### src/rtl/duty_ramp_pkg.sv
// Types and constants shared by the duty ramp and the PWM generator it feeds.
package duty_ramp_pkg;

    typedef enum logic [1:0] {
        IDLE      = 2'd0,
        RAMP_UP   = 2'd1,
        RAMP_DOWN = 2'd2
    } ramp_state_t;

    localparam logic [6:0] DC_MAX = 7'd100;

    function automatic logic [6:0] clamp_dc(input logic [6:0] d);
        return (d > DC_MAX) ? DC_MAX : d;
    endfunction

endpackage

### src/rtl/duty_ramp_step_tick.sv
// Prescaler: counts enabled cycles and pulses tc on the last count of each DIV-cycle period.
module step_tick #(
    parameter int unsigned DIV = 256
) (
    input  logic clk,
    input  logic rst_n,
    input  logic en,
    input  logic clr,
    output logic tc
);

    localparam int unsigned W = (DIV > 1) ? $clog2(DIV) : 1;
    localparam logic [W-1:0] LAST = W'(DIV - 1);

    logic [W-1:0] cnt;

    // With DIV=1 LAST is 0, so tc fires on every enabled cycle.
    assign tc = en && (cnt == LAST);

    always_ff @(posedge clk) begin
        if (!rst_n)
            cnt <= '0;
        else if (clr)
            cnt <= '0;
        else if (en)
            cnt <= tc ? '0 : cnt + 1'b1;
    end

endmodule

### src/rtl/duty_ramp.sv
// Ramps the PWM duty one percent per STEP_DIV clocks toward an accepted target.
module duty_ramp
    import duty_ramp_pkg::*;
#(
    parameter int unsigned STEP_DIV = 256
) (
    input  logic       clk,
    input  logic       rst_n,
    input  logic       tgt_valid,
    input  logic [6:0] tgt_dc,
    output logic       tgt_ready,
    input  logic       hold,
    output logic [6:0] dc,
    output logic       busy,
    output logic       done
);

    ramp_state_t state, state_nx;
    logic [6:0]  target, target_nx, dc_nx, tgt_c;
    logic        done_nx, accept, tick;

    assign tgt_ready = (state == IDLE) && rst_n;
    assign accept    = tgt_valid && tgt_ready;
    assign busy      = (state != IDLE);
    assign tgt_c     = clamp_dc(tgt_dc);

    // Prescaler restarts on every acceptance so the first step lands a full period later.
    step_tick #(.DIV(STEP_DIV)) u_tick (
        .clk   (clk),
        .rst_n (rst_n),
        .en    (busy && !hold),
        .clr   (accept),
        .tc    (tick)
    );

    always_comb begin
        state_nx  = state;
        target_nx = target;
        dc_nx     = dc;
        done_nx   = 1'b0;
        case (state)
            IDLE: begin
                if (accept) begin
                    target_nx = tgt_c;
                    if (tgt_c > dc)
                        state_nx = RAMP_UP;
                    else if (tgt_c < dc)
                        state_nx = RAMP_DOWN;
                    else
                        done_nx = 1'b1;
                end
            end
            RAMP_UP: begin
                if (tick) begin
                    dc_nx = dc + 7'd1;
                    if (dc_nx == target) begin
                        state_nx = IDLE;
                        done_nx  = 1'b1;
                    end
                end
            end
            RAMP_DOWN: begin
                if (tick) begin
                    dc_nx = dc - 7'd1;
                    if (dc_nx == target) begin
                        state_nx = IDLE;
                        done_nx  = 1'b1;
                    end
                end
            end
            default: state_nx = IDLE;
        endcase
    end

    always_ff @(posedge clk) begin
        if (!rst_n) begin
            state  <= IDLE;
            dc     <= 7'd0;
            target <= 7'd0;
            done   <= 1'b0;
        end else begin
            state  <= state_nx;
            dc     <= dc_nx;
            target <= target_nx;
            done   <= done_nx;
        end
    end

endmodule

### config.mk
export PLATFORM = sky130hd
export DESIGN_NAME = duty_ramp
export DESIGN_NICKNAME = d
export VERILOG_FILES = /design/src/rtl/duty_ramp_pkg.sv /design/src/rtl/duty_ramp_step_tick.sv /design/src/rtl/duty_ramp.sv
export SDC_FILE = /design/constraint.sdc
export NUM_CORES = 1
export LEC_CHECK = 0
export CAP_MARGIN = 20
export CORE_UTILIZATION = 44
export DETAILED_ROUTE_END_ITERATION = 10
export DONT_BUFFER_PORTS = 1
export GPL_TIMING_DRIVEN = 1
export SLEW_MARGIN = 15
export SYNTH_ARGS = -nofsm -noshare
export SYNTH_HDL_FRONTEND = slang
export SYNTH_HIERARCHICAL = 1
export SYNTH_SLANG_ARGS = --single-unit
### constraint.sdc
create_clock -name clk -period 5.4 [get_ports clk]
set_clock_uncertainty 0.05 [all_clocks]
set_input_delay 0.81 -clock clk [delete_from_list [all_inputs] [get_ports clk]]
set_output_delay 0.81 -clock clk [all_outputs]
set_load 0.02 [all_outputs]
# Word-level counts from Yosys, hierarchy flattened
# Index checks and enable logic that the tools add are counted.
dict set report totals {
  inputBits 11
  ff_bits 25
  word_cells 56
  out_inout_bits 10
}
dict set report classes {
  eq_ne 11
  mux 21
  add_sub_neg 3
  order_cmp 3
  bitwise 1
  n_reduce_logical 12
}
# op n
set ops {}
lappend ops {{two-way mux 7 bit} 3}
lappend ops {{== test 7 bit} 2}
lappend ops {{two-way mux 2 bit} 7}
lappend ops {{case mux 7 bit (2 select lines)} 1}
lappend ops {{adder 8 x 1 -> 8 bit (second input constant)} 1}
lappend ops {{== test 8 bit (second input constant)} 1}
lappend ops {{two-way mux 8 bit} 1}
lappend ops {{adder 7 x 1 -> 7 bit (second input constant)} 1}
lappend ops {{greater-than comparator 7 bit} 1}
lappend ops {{greater-than comparator 7 bit (second input constant)} 1}
lappend ops {{< comparator 7 bit} 1}
lappend ops {{two-way mux 1 bit} 7}
lappend ops {{subtractor 7 x 1 -> 7 bit (second input constant)} 1}
lappend ops {{!= test 2 bit (second input constant)} 3}
lappend ops {{case mux 2 bit (3 select lines)} 1}
lappend ops {{AND reduction 6 bit} 1}
lappend ops {{logical AND 1 bit} 4}
lappend ops {{!= test 2 x 1 -> 1 bit (second input constant)} 2}
lappend ops {{nonzero test 2 bit} 2}
lappend ops {{!= test 3 x 1 -> 1 bit (second input constant)} 1}
lappend ops {{case mux 1 bit (3 select lines)} 1}
lappend ops {{AND reduction 3 bit} 1}
lappend ops {{== test 2 x 1 -> 1 bit (second input constant)} 1}
lappend ops {{== test 2 bit (second input constant)} 1}
lappend ops {{other kinds (5)} 5}

# Depth between registers and ports, before layout
# Gate-level depths: netlist (run 1).
dict set report depth {
  depth_word 7
  mapped_depth 10
}

# By module
# Netlist (run 1), hierarchy kept.
# module cells_each instances seq_area_each_um2 area_each_um2
set modules_own_cells {}
lappend modules_own_cells {duty_ramp 185 1 340.3 1447.6}
lappend modules_own_cells {step_tick 43 1 160.2 386.6}

# Worst setup path before layout (run 1)
# OpenSTA, ideal clock, no wires.
dict set report synth_path {
  path_kind {register -> register}
  start {reg dc[0]}
  end {reg state[0]}
  setup_time_ns 0.072
  setup_slack_ns 2.679
  required_ns 5.278
  stages_incl_launch_ff 10
  arrival_time_ns 2.599
  period_less_slack_ns 2.721
  cell_sequence {dfxtp_1 -> buf_2 -> inv_1 -> ha_1 -> or3b_2 -> nor3_1 -> xor2_1 -> a2111o_1 -> a221oi_2 -> mux2i_1}
}
dict set report synth_between {
  elab_chain_len 4
  word_cells_on_any_way 13
  cone_classes {add/sub: 2; order compare: 2; eq/ne: 5; mux: 3; reduce/logical: 1}
}
# element line_no
set synth_rtl {}
lappend synth_rtl {{start: declaration} duty_ramp.sv:13} ;# output logic [6:0] dc,
lappend synth_rtl {{start signal: assignment} duty_ramp.sv:83} ;# dc <= dc_nx;
lappend synth_rtl {{subtractor 7 x 1 -> 7 bit (tied with other cells)} duty_ramp.sv:64} ;# dc_nx = dc - 7'd1;
lappend synth_rtl {{== test 7 bit (tied with other cells)} duty_ramp.sv:65} ;# if (dc_nx == target) begin
lappend synth_rtl {{!= test 2 bit (no line) or two-way mux 2 bit (tied branches)} -}
lappend synth_rtl {{AND reduction 6 bit (no line) or case mux 2 bit (3 select lines) (tied branches)} -}
lappend synth_rtl {{end signal: assignment} duty_ramp.sv:82} ;# state <= state_nx;
lappend synth_rtl {{end: declaration} duty_ramp.sv:18} ;# ramp_state_t state, state_nx;
# Several ways; a longest one is shown, not always the timed one. The select of a mux whose other input is x is not followed.
# A chain may end at the register's enable or synchronous reset.

# Worst setup path after layout (run 1)
dict set report layout_path {
  start {reg dc[1]}
  end {reg state[1]}
}
# Same word-level chain as after synthesis.

==> parameters.txt, run 1 <==
Parameter                              Value

Outcome
  Result of the run ... complete, no violations

Global routing
  All-layer global routing usage ... 0.1953
  Pin count of the biggest net entering global routing ... 23
  Global-route track usage on met3 ... 0.03767
  Number of global-route vias before repair ... 1368
  GRT met1 Usage ... 0.2730
  Global-route wire length before repair ... ~6600 µm
  GRT Max-Usage Layer ... met2
  Antenna violations before repair ... 0
  Grt met2 use ... 0.2967
  Sum of overflow across all layers after global routing ... 0

Drt
  Number of DRC markers after the initial detailed-route iteration ... 85
  Number of vias after detailed routing ... 1501
  Routed length per instance ... around 14 µm
  Number of remaining DRC errors ... 0
  Post-DRT Antenna Nets ... 0
  DR vias/cell ... 5.539
  Final Routed Wirelength ... 3923 µm
  First-pass iteration count of the detailed router ... 4

Timing
  Slew of the pin with the lowest slew margin ... 621.3 ps
  Hold violation count in the final report ... 0
  Tmin final ... 2944 ps
  FMAX ... 339.7 MHz
  Total of endpoints with negative setup slack in the final report ... 0
  Setup repair after global routing missed its margin ... no
  Crit share post-route ... 0.5452
  Final Worst Setup Slack ... 2456 ps
  Max_slew headroom ... 0.5852
  Slew Limit Fails ... 0
  Final sum of negative setup slack ... 0 ps

Power and ir drop
  Pleak ... about 0.71 nW
  Maximum vdd drop ... 0.0001384 V
  PnR Total Power ... 501.1 µW
  Power density over the cells ... approximately 270 nW/µm²

Worst setup path
  Data arrival time of the worst path ... 3110 ps
  Crit path required time ... about 5600 ps
  Sort of element at the start of the critical path ... register
  Crit path largest cell delay ... between 500 and 600 ps
  Sequence of cells on the critical path ... inv_1 > ha_1 > or3b_2 > nor3_1 > xor2_1 > a2111o_1 > a221oi_2 > mux2i_1
  Cell with the largest stage delay on the worst path ... sky130_fd_sc_hd__or3b_2
  Largest driver fanout on the critical path ... 7
  Category of the most critical setup path ... reg -> reg
  Critical Path End Type ... register

Floorplan
  Full die area ... 4431 µm²
  Standard cell core area ... 4000 µm²
  FP Rows ... 23
  Total I/O pin count ... 21
  Starting density of the core ... 0.4586
  Height of the die ... around 67 µm
  Die X ... 66.57 µm

Placed design
  Total half-perimeter wirelength after legalization and detailed placement ... 2985 µm
  Placer Congestion ... roughly 0.77
  Port-buffer cells ... 0
  DP Cell Count ... 266
  Minimum setup slack after placement ... 2270 ps

Synth
  Post-synth ARST share ... 0
  Number of enable-type register cells in the synthesized netlist ... 0
  Total of warnings raised by yosys ... 6
  Part of the Yosys area used for sequential elements ... 0.2729
  Netlist area before placement ... between 1500 and 2000 µm²
  Netlist cell types ... 50
  Leading register cell type out of synthesis ... sky130_fd_sc_hd__dfxtp_1
  Flop and latch count out of synthesis ... 25
  Syn Inst Count ... about 230
  Net count after synthesis ... around 250
  Per-instance average area after synthesis ... ~8 µm²

Worst hold path
  Kind of path behind the tightest hold check ... reg -> reg

Cells and area
  Non-filler instance count after layout ... about 270
  Area added between synthesis and finish ... 2.729%
  Most common cell after layout, fill and taps aside ... sky130_fd_sc_hd__nand2_1
  Inserted Diodes ... 0
  Final net count ... 247
  Top library cells by usage in the layout, fill and taps aside ... 27 x sky130_fd_sc_hd__nand2_1, 25 x sky130_fd_sc_hd__dfxtp_1, 17 x sky130_fd_sc_hd__o21ai_0
  Share of layout cells above drive strength 1 ... 0.07240

CTS
  # hold bufs at CTS ... 0
  Postcts setup bufs ... 0
  Number of buffers added by the clock tree synthesis step ... 3
  Count of H-tree levels built during CTS ... 1
  Clock tree from TritonCTS ... done
  Number of clock sinks ... 25
  Clock transition at the registers of the reported paths ... 100 ps
  Root buffer cell ... sky130_fd_sc_hd__clkbuf_8
  Latest clock arrival within the worst-skew pair ... ~280 ps
  Number of buffers on the longest clock path ... 2
  Post-cts repair resize count ... 0

Flow run
  Max-capacitance violation count ... 0
## layer usage
layer,up-vias,share of wire
met5,-,0
met4,0,0.011
met3,4,0.050
met2,33,0.44
met1,673,0.50
li1,791,-
## power by group
| part | switching (mW) | internal (mW) | leakage [nW] |
|---|---|---|---|
| clock | 0.0670 | 0.0525 | 0.0217 |
| combinational | 0.0957 | 0.0648 | 0.484 |
| sequential | 0.0198 | 0.201 | 0.203 |
## layout make-up
cell class,count,area (µm²)
clock buffer,3,41.29
clock inverter,1,7.507
fill,405,2116
inverter,13,48.80
multi-input combinational,178,1219
sequential,25,500.5
tap,50,62.56
timing repair buffer,1,5.005
## through the flow
step | hold WS (ps) | utilization | cell area (µm²)
floorplan | 395.4 | - | 1834
global placement | 409.1 | 0.4576 | 1831
detailed placement | 415.6 | 0.4576 | 1831
CTS | 428.3 | 0.4698 | 1879
global route | 466.2 | 0.4711 | 1884
finish | 426.5 | 0.4711 | 1884
## Yosys cell counts, drive strengths merged, types with 2 or more instances
master  count  share of area
xor2       10          0.048
nand2      27          0.055
o311ai      2         0.0096
xnor2      11          0.053
mux2        2          0.012
buf         6          0.024
ha         14          0.095
dfxtp      25           0.27
nor3        6          0.016
or3         8          0.029
nand4b      2         0.0096
o21ai      18          0.049
inv        12          0.025
mux2i       4          0.022
a21oi      11          0.030
or4         2          0.010
a21boi      6          0.025
nand3       7          0.019
nand4       4          0.022
o211ai      3          0.012
clkbuf      6          0.012
nor2       13          0.031
nor3b       2         0.0082
a21o        2         0.0082
nand2b      2         0.0068
and2        4          0.014
nor2b       4          0.014
## path summary, 6_finish.rpt
check             startpoint        end  slack [ps]  cells after the start
setup reg to reg       dc[1]   state[1]        2460                      8
setup / recovery       dc[1]   state[1]        2460                      8
hold / removal     target[6]  target[6]         430                      2
hold reg to reg    target[6]  target[6]         430                      2
## flip-flops by register name, summed over array words and instances, names as in the netlist
| signal | count |
|---|---|
| dc | 7 |
| u_tick/cnt | 8 |
| state | 2 |
| done | 1 |
| target | 7 |
## critical path: cells and delay by family, from the launching register on
| family | cells | cell delay [ps] |
|---|---|---|
| fa+ha+maj | 1 | 300 |
| mux | 1 | 220 |
| simple gates | 2 | 780 |
| xor+xnor | 1 | 110 |
| compound gates | 2 | 800 |
| flops | 1 | 440 |
| buf+inv | 1 | 180 |
## kinds of logic (layout without fill, tap and decap cells)
logic type | count (synthesis) | count (layout) | share of synthesized area
xor gates and xnor gates | 21 | 21 | 0.1003
DFF | 25 | 25 | 0.2729
and+or+nand+nor | 85 | 85 | 0.2510
AOI/OAI and AO/OA | 52 | 52 | 0.1835
adders and majority gates | 14 | 14 | 0.09550
muxes | 6 | 6 | 0.03411
buffers and inverters | 25 | 18 | 0.06275
No activity file was read; power rests on OpenSTA's default activity.
==> inputs of run 2 (changes only) <==
--- a/config.mk
+++ b/config.mk
@@ -5,6 +5,7 @@
 export SDC_FILE = /design/constraint.sdc
 export NUM_CORES = 1
 export LEC_CHECK = 0
+export ABC_AREA = 1
 export CAP_MARGIN = 20
 export CORE_UTILIZATION = 44
 export DETAILED_ROUTE_END_ITERATION = 10
==> constraint.sdc (replaced) <==
create_clock -name clk -period 2.4 [get_ports clk]
set_clock_uncertainty 0.05 [all_clocks]
set_input_delay 0.36 -clock clk [delete_from_list [all_inputs] [get_ports clk]]
set_output_delay 0.36 -clock clk [all_outputs]
set_load 0.02 [all_outputs]
==> parameters.txt, run 2 <==
Parameter                              Value

Drt
  Number of DRC markers after the initial detailed-route iteration ... 112
  Final Routed Wirelength ... roughly 4600 µm
  Post-DRT Antenna Nets ... 0
  DR vias/cell ... 5.086
  Number of remaining DRC errors ... 0
  Routed length per instance ... ~12 µm
  Number of vias after detailed routing ... between 1500 and 2000
  First-pass iteration count of the detailed router ... 4

Timing
  Post-Route Hold Slack ... 149.7 ps
  Final sum of negative setup slack ... 0 ps
  Tmin final ... around 2100 ps
  Slew Limit Fails ... 0
  Slew of the pin with the lowest slew margin ... approximately 380 ps
  FMAX ... between 400 and 500 MHz
  Crit share post-route ... 0.8919
  Hold violation count in the final report ... 0
  Setup repair after global routing missed its margin ... no
  Max_slew headroom ... 0.7436
  Total of endpoints with negative setup slack in the final report ... 0

Synth
  Netlist area before placement ... roughly 2000 µm²
  Net count after synthesis ... ~340
  Post-synth ARST share ... 0
  Most common cell in the netlist ... sky130_fd_sc_hd__nand2_1
  Flop and latch count out of synthesis ... 25
  Total of warnings raised by yosys ... 6
  Most frequent cells after synthesis ... 90 x sky130_fd_sc_hd__nand2_1, 44 x sky130_fd_sc_hd__inv_1, 33 x sky130_fd_sc_hd__nand3_1, 30 x sky130_fd_sc_hd__nor2_1, 25 x sky130_fd_sc_hd__dfxtp_1
  Share of the synthesized area in the top cell type ... 0.2577
  Part of the Yosys area used for sequential elements ... 0.2577
  Leading register cell type out of synthesis ... sky130_fd_sc_hd__dfxtp_1
  Syn Inst Count ... 312
  Netlist cell types ... 28
  Cell type with the highest aggregate area in the netlist ... sky130_fd_sc_hd__dfxtp_1
  Number of enable-type register cells in the synthesized netlist ... 0
  Top area cells in the synthesized netlist ... sky130_fd_sc_hd__dfxtp_1 26%, sky130_fd_sc_hd__nand2_1 17%, sky130_fd_sc_hd__ha_1 9.0%
  Per-instance average area after synthesis ... roughly 6.2 µm²

Global routing
  Pin count of the biggest net entering global routing ... 17
  Sum of overflow across all layers after global routing ... 0
  All-layer global routing usage ... 0.2188
  Number of global-route vias before repair ... 1644
  Global-route wire length before repair ... around 7400 µm
  Antenna violations before repair ... 0

Floorplan
  Die X ... around 68 µm
  Height of the die ... between 60 and 70 µm
  FP Rows ... 23
  Starting density of the core ... 0.4719
  Standard cell core area ... 4115 µm²
  Full die area ... ~4700 µm²
  Total I/O pin count ... 21

Cells and area
  Final net count ... 350
  Area added between synthesis and finish ... 9.407%
  Share of layout cells above drive strength 1 ... 0.1204
  Most common cell after layout, fill and taps aside ... sky130_fd_sc_hd__nand2_1
  Top library cells by usage in the layout, fill and taps aside ... 90 x sky130_fd_sc_hd__nand2_1, 44 x sky130_fd_sc_hd__inv_1, 33 x sky130_fd_sc_hd__nand3_1
  Inserted Diodes ... 0
  Flip-flop count of the largest register after layout ... 8
  Register ranked first by flip-flop count ... u_tick/cnt
  Leading registers by flop count ... u_tick/cnt: 8 flops, dc: 7 flops, target: 7 flops

CTS
  Post-cts repair resize count ... 0
  Number of buffers added by the clock tree synthesis step ... 3
  Postcts setup bufs ... 0
  Clock tree from TritonCTS ... done
  Clock transition at the registers of the reported paths ... ~90 ps
  Number of clock sinks ... 25
  Number of buffers on the longest clock path ... 2
  Count of H-tree levels built during CTS ... 1
  Root buffer cell ... sky130_fd_sc_hd__clkbuf_8
  Latest clock arrival within the worst-skew pair ... between 200 and 300 ps
  # hold bufs at CTS ... 0

Power and ir drop
  NetSw ... about 480 µW
  Sequential share of power ... 0.387
  Part of the total power dissipated in combinational logic ... 0.396
  Switching Fraction ... 0.3932
  Clock share of power ... 0.217
  Pleak ... between 1 and 1.5 nW
  Maximum vdd drop ... roughly 0.00045 V
  Cell internal power dissipation ... between 700 and 800 µW
  Power density over the cells ... 580.2 nW/µm²

Worst hold path
  Kind of path behind the tightest hold check ... in -> reg

Flow run
  Max-capacitance violation count ... 0

Worst setup path
  Sort of element at the start of the critical path ... register
  Data arrival time of the worst path ... around 2300 ps
  Critical Path End Type ... register
  Category of the most critical setup path ... reg -> reg
  Largest driver fanout on the critical path ... 10
  Crit path required time ... between 2000 and 3000 ps

Placed design
  Total half-perimeter wirelength after legalization and detailed placement ... ~3600 µm
  Port-buffer cells ... 0
  Placer Congestion ... 0.8533

Outcome
  Result of the run ... complete, no violations
[run 2: cell type report]
| cell class | count | area (µm²) |
|---|---|---|
| Timing Repair Buffer | 16 | 120.1 |
| Clock buffer | 3 | 41.29 |
| Multi-Input combinational cell | 231 | 1215 |
| Tap cell | 50 | 62.56 |
| Sequential cell | 25 | 500.5 |
| Inverter | 48 | 180.2 |
| Fill cell | 422 | 1991 |
| Clock inverter | 1 | 5.005 |
[run 2: per-stage QoR]
stage                     instance area (µm²)    util  instances  total power [mW]  setup slack, ps
after detailed placement                 2078  0.5050        370            0.9660            119.7
after global routing                     2125  0.5163        374             1.330            22.88
after CTS                                2125  0.5163        374             1.240            256.1
final                                    2125  0.5163        374             1.233            259.5
after floorplan                          1942       -        312            0.8443            163.2
after global placement                   2078  0.5050        370            0.9626            165.3
[run 2: logic make-up (layout without fill, tap and decap cells)]
group,Yosys count,after routing,synth area share
AND/OR/NAND/NOR,179,179,0.4137
flip-flops,25,25,0.2577
AO/OA/AOI/OAI,35,35,0.1083
adder cells (fa/ha/maj),14,14,0.09021
buffers and inverters,56,68,0.1166
XOR/XNOR,3,3,0.01353
[run 2: worst max-delay path, cell delays in order (launching register included)]
cell and delay [ps]:
sky130_fd_sc_hd__dfxtp_1 370, sky130_fd_sc_hd__inv_1 80, sky130_fd_sc_hd__ha_1 230, sky130_fd_sc_hd__nor2_1 170, sky130_fd_sc_hd__nand3_2 150, sky130_fd_sc_hd__nor2_4 160, sky130_fd_sc_hd__nand2_2 90, sky130_fd_sc_hd__inv_1 90
sky130_fd_sc_hd__o21ai_0 120, sky130_fd_sc_hd__clkinv_1 200, sky130_fd_sc_hd__o21ai_0 120, sky130_fd_sc_hd__o221ai_1 160, sky130_fd_sc_hd__inv_1 50
[run 2: power by group through the flow]
stage	Combinational (mW)	Clock, mW	Sequential, mW
2_1_floorplan	0.362	0	0.482
3_3_place_gp	0.476	0	0.487
3_5_place_dp	0.479	0	0.487
4_1_cts	0.483	0.280	0.477
5_1_grt	0.551	0.295	0.484
6_report	0.488	0.267	0.477
[run 2: path summary, 6_finish.rpt]
check | cells after the start | start | slack (ps) | endpoint
hold / removal | 2 | rst_n | 150 | state[1]
hold reg to reg | 2 | u_tick/cnt[1] | 440 | u_tick/cnt[1]
setup / recovery | 12 | state[0] | 260 | dc[6]
setup reg to reg | 12 | state[0] | 260 | dc[6]
[run 2: per-layer routing]
metal  wire length [µm]  track usage  vias up
met5                  0            0        -
met4                 63      0.07031        0
met3                224      0.03833        5
met2               1827       0.3346       38
met1               2483       0.3068      835
li1                   -            -     1024
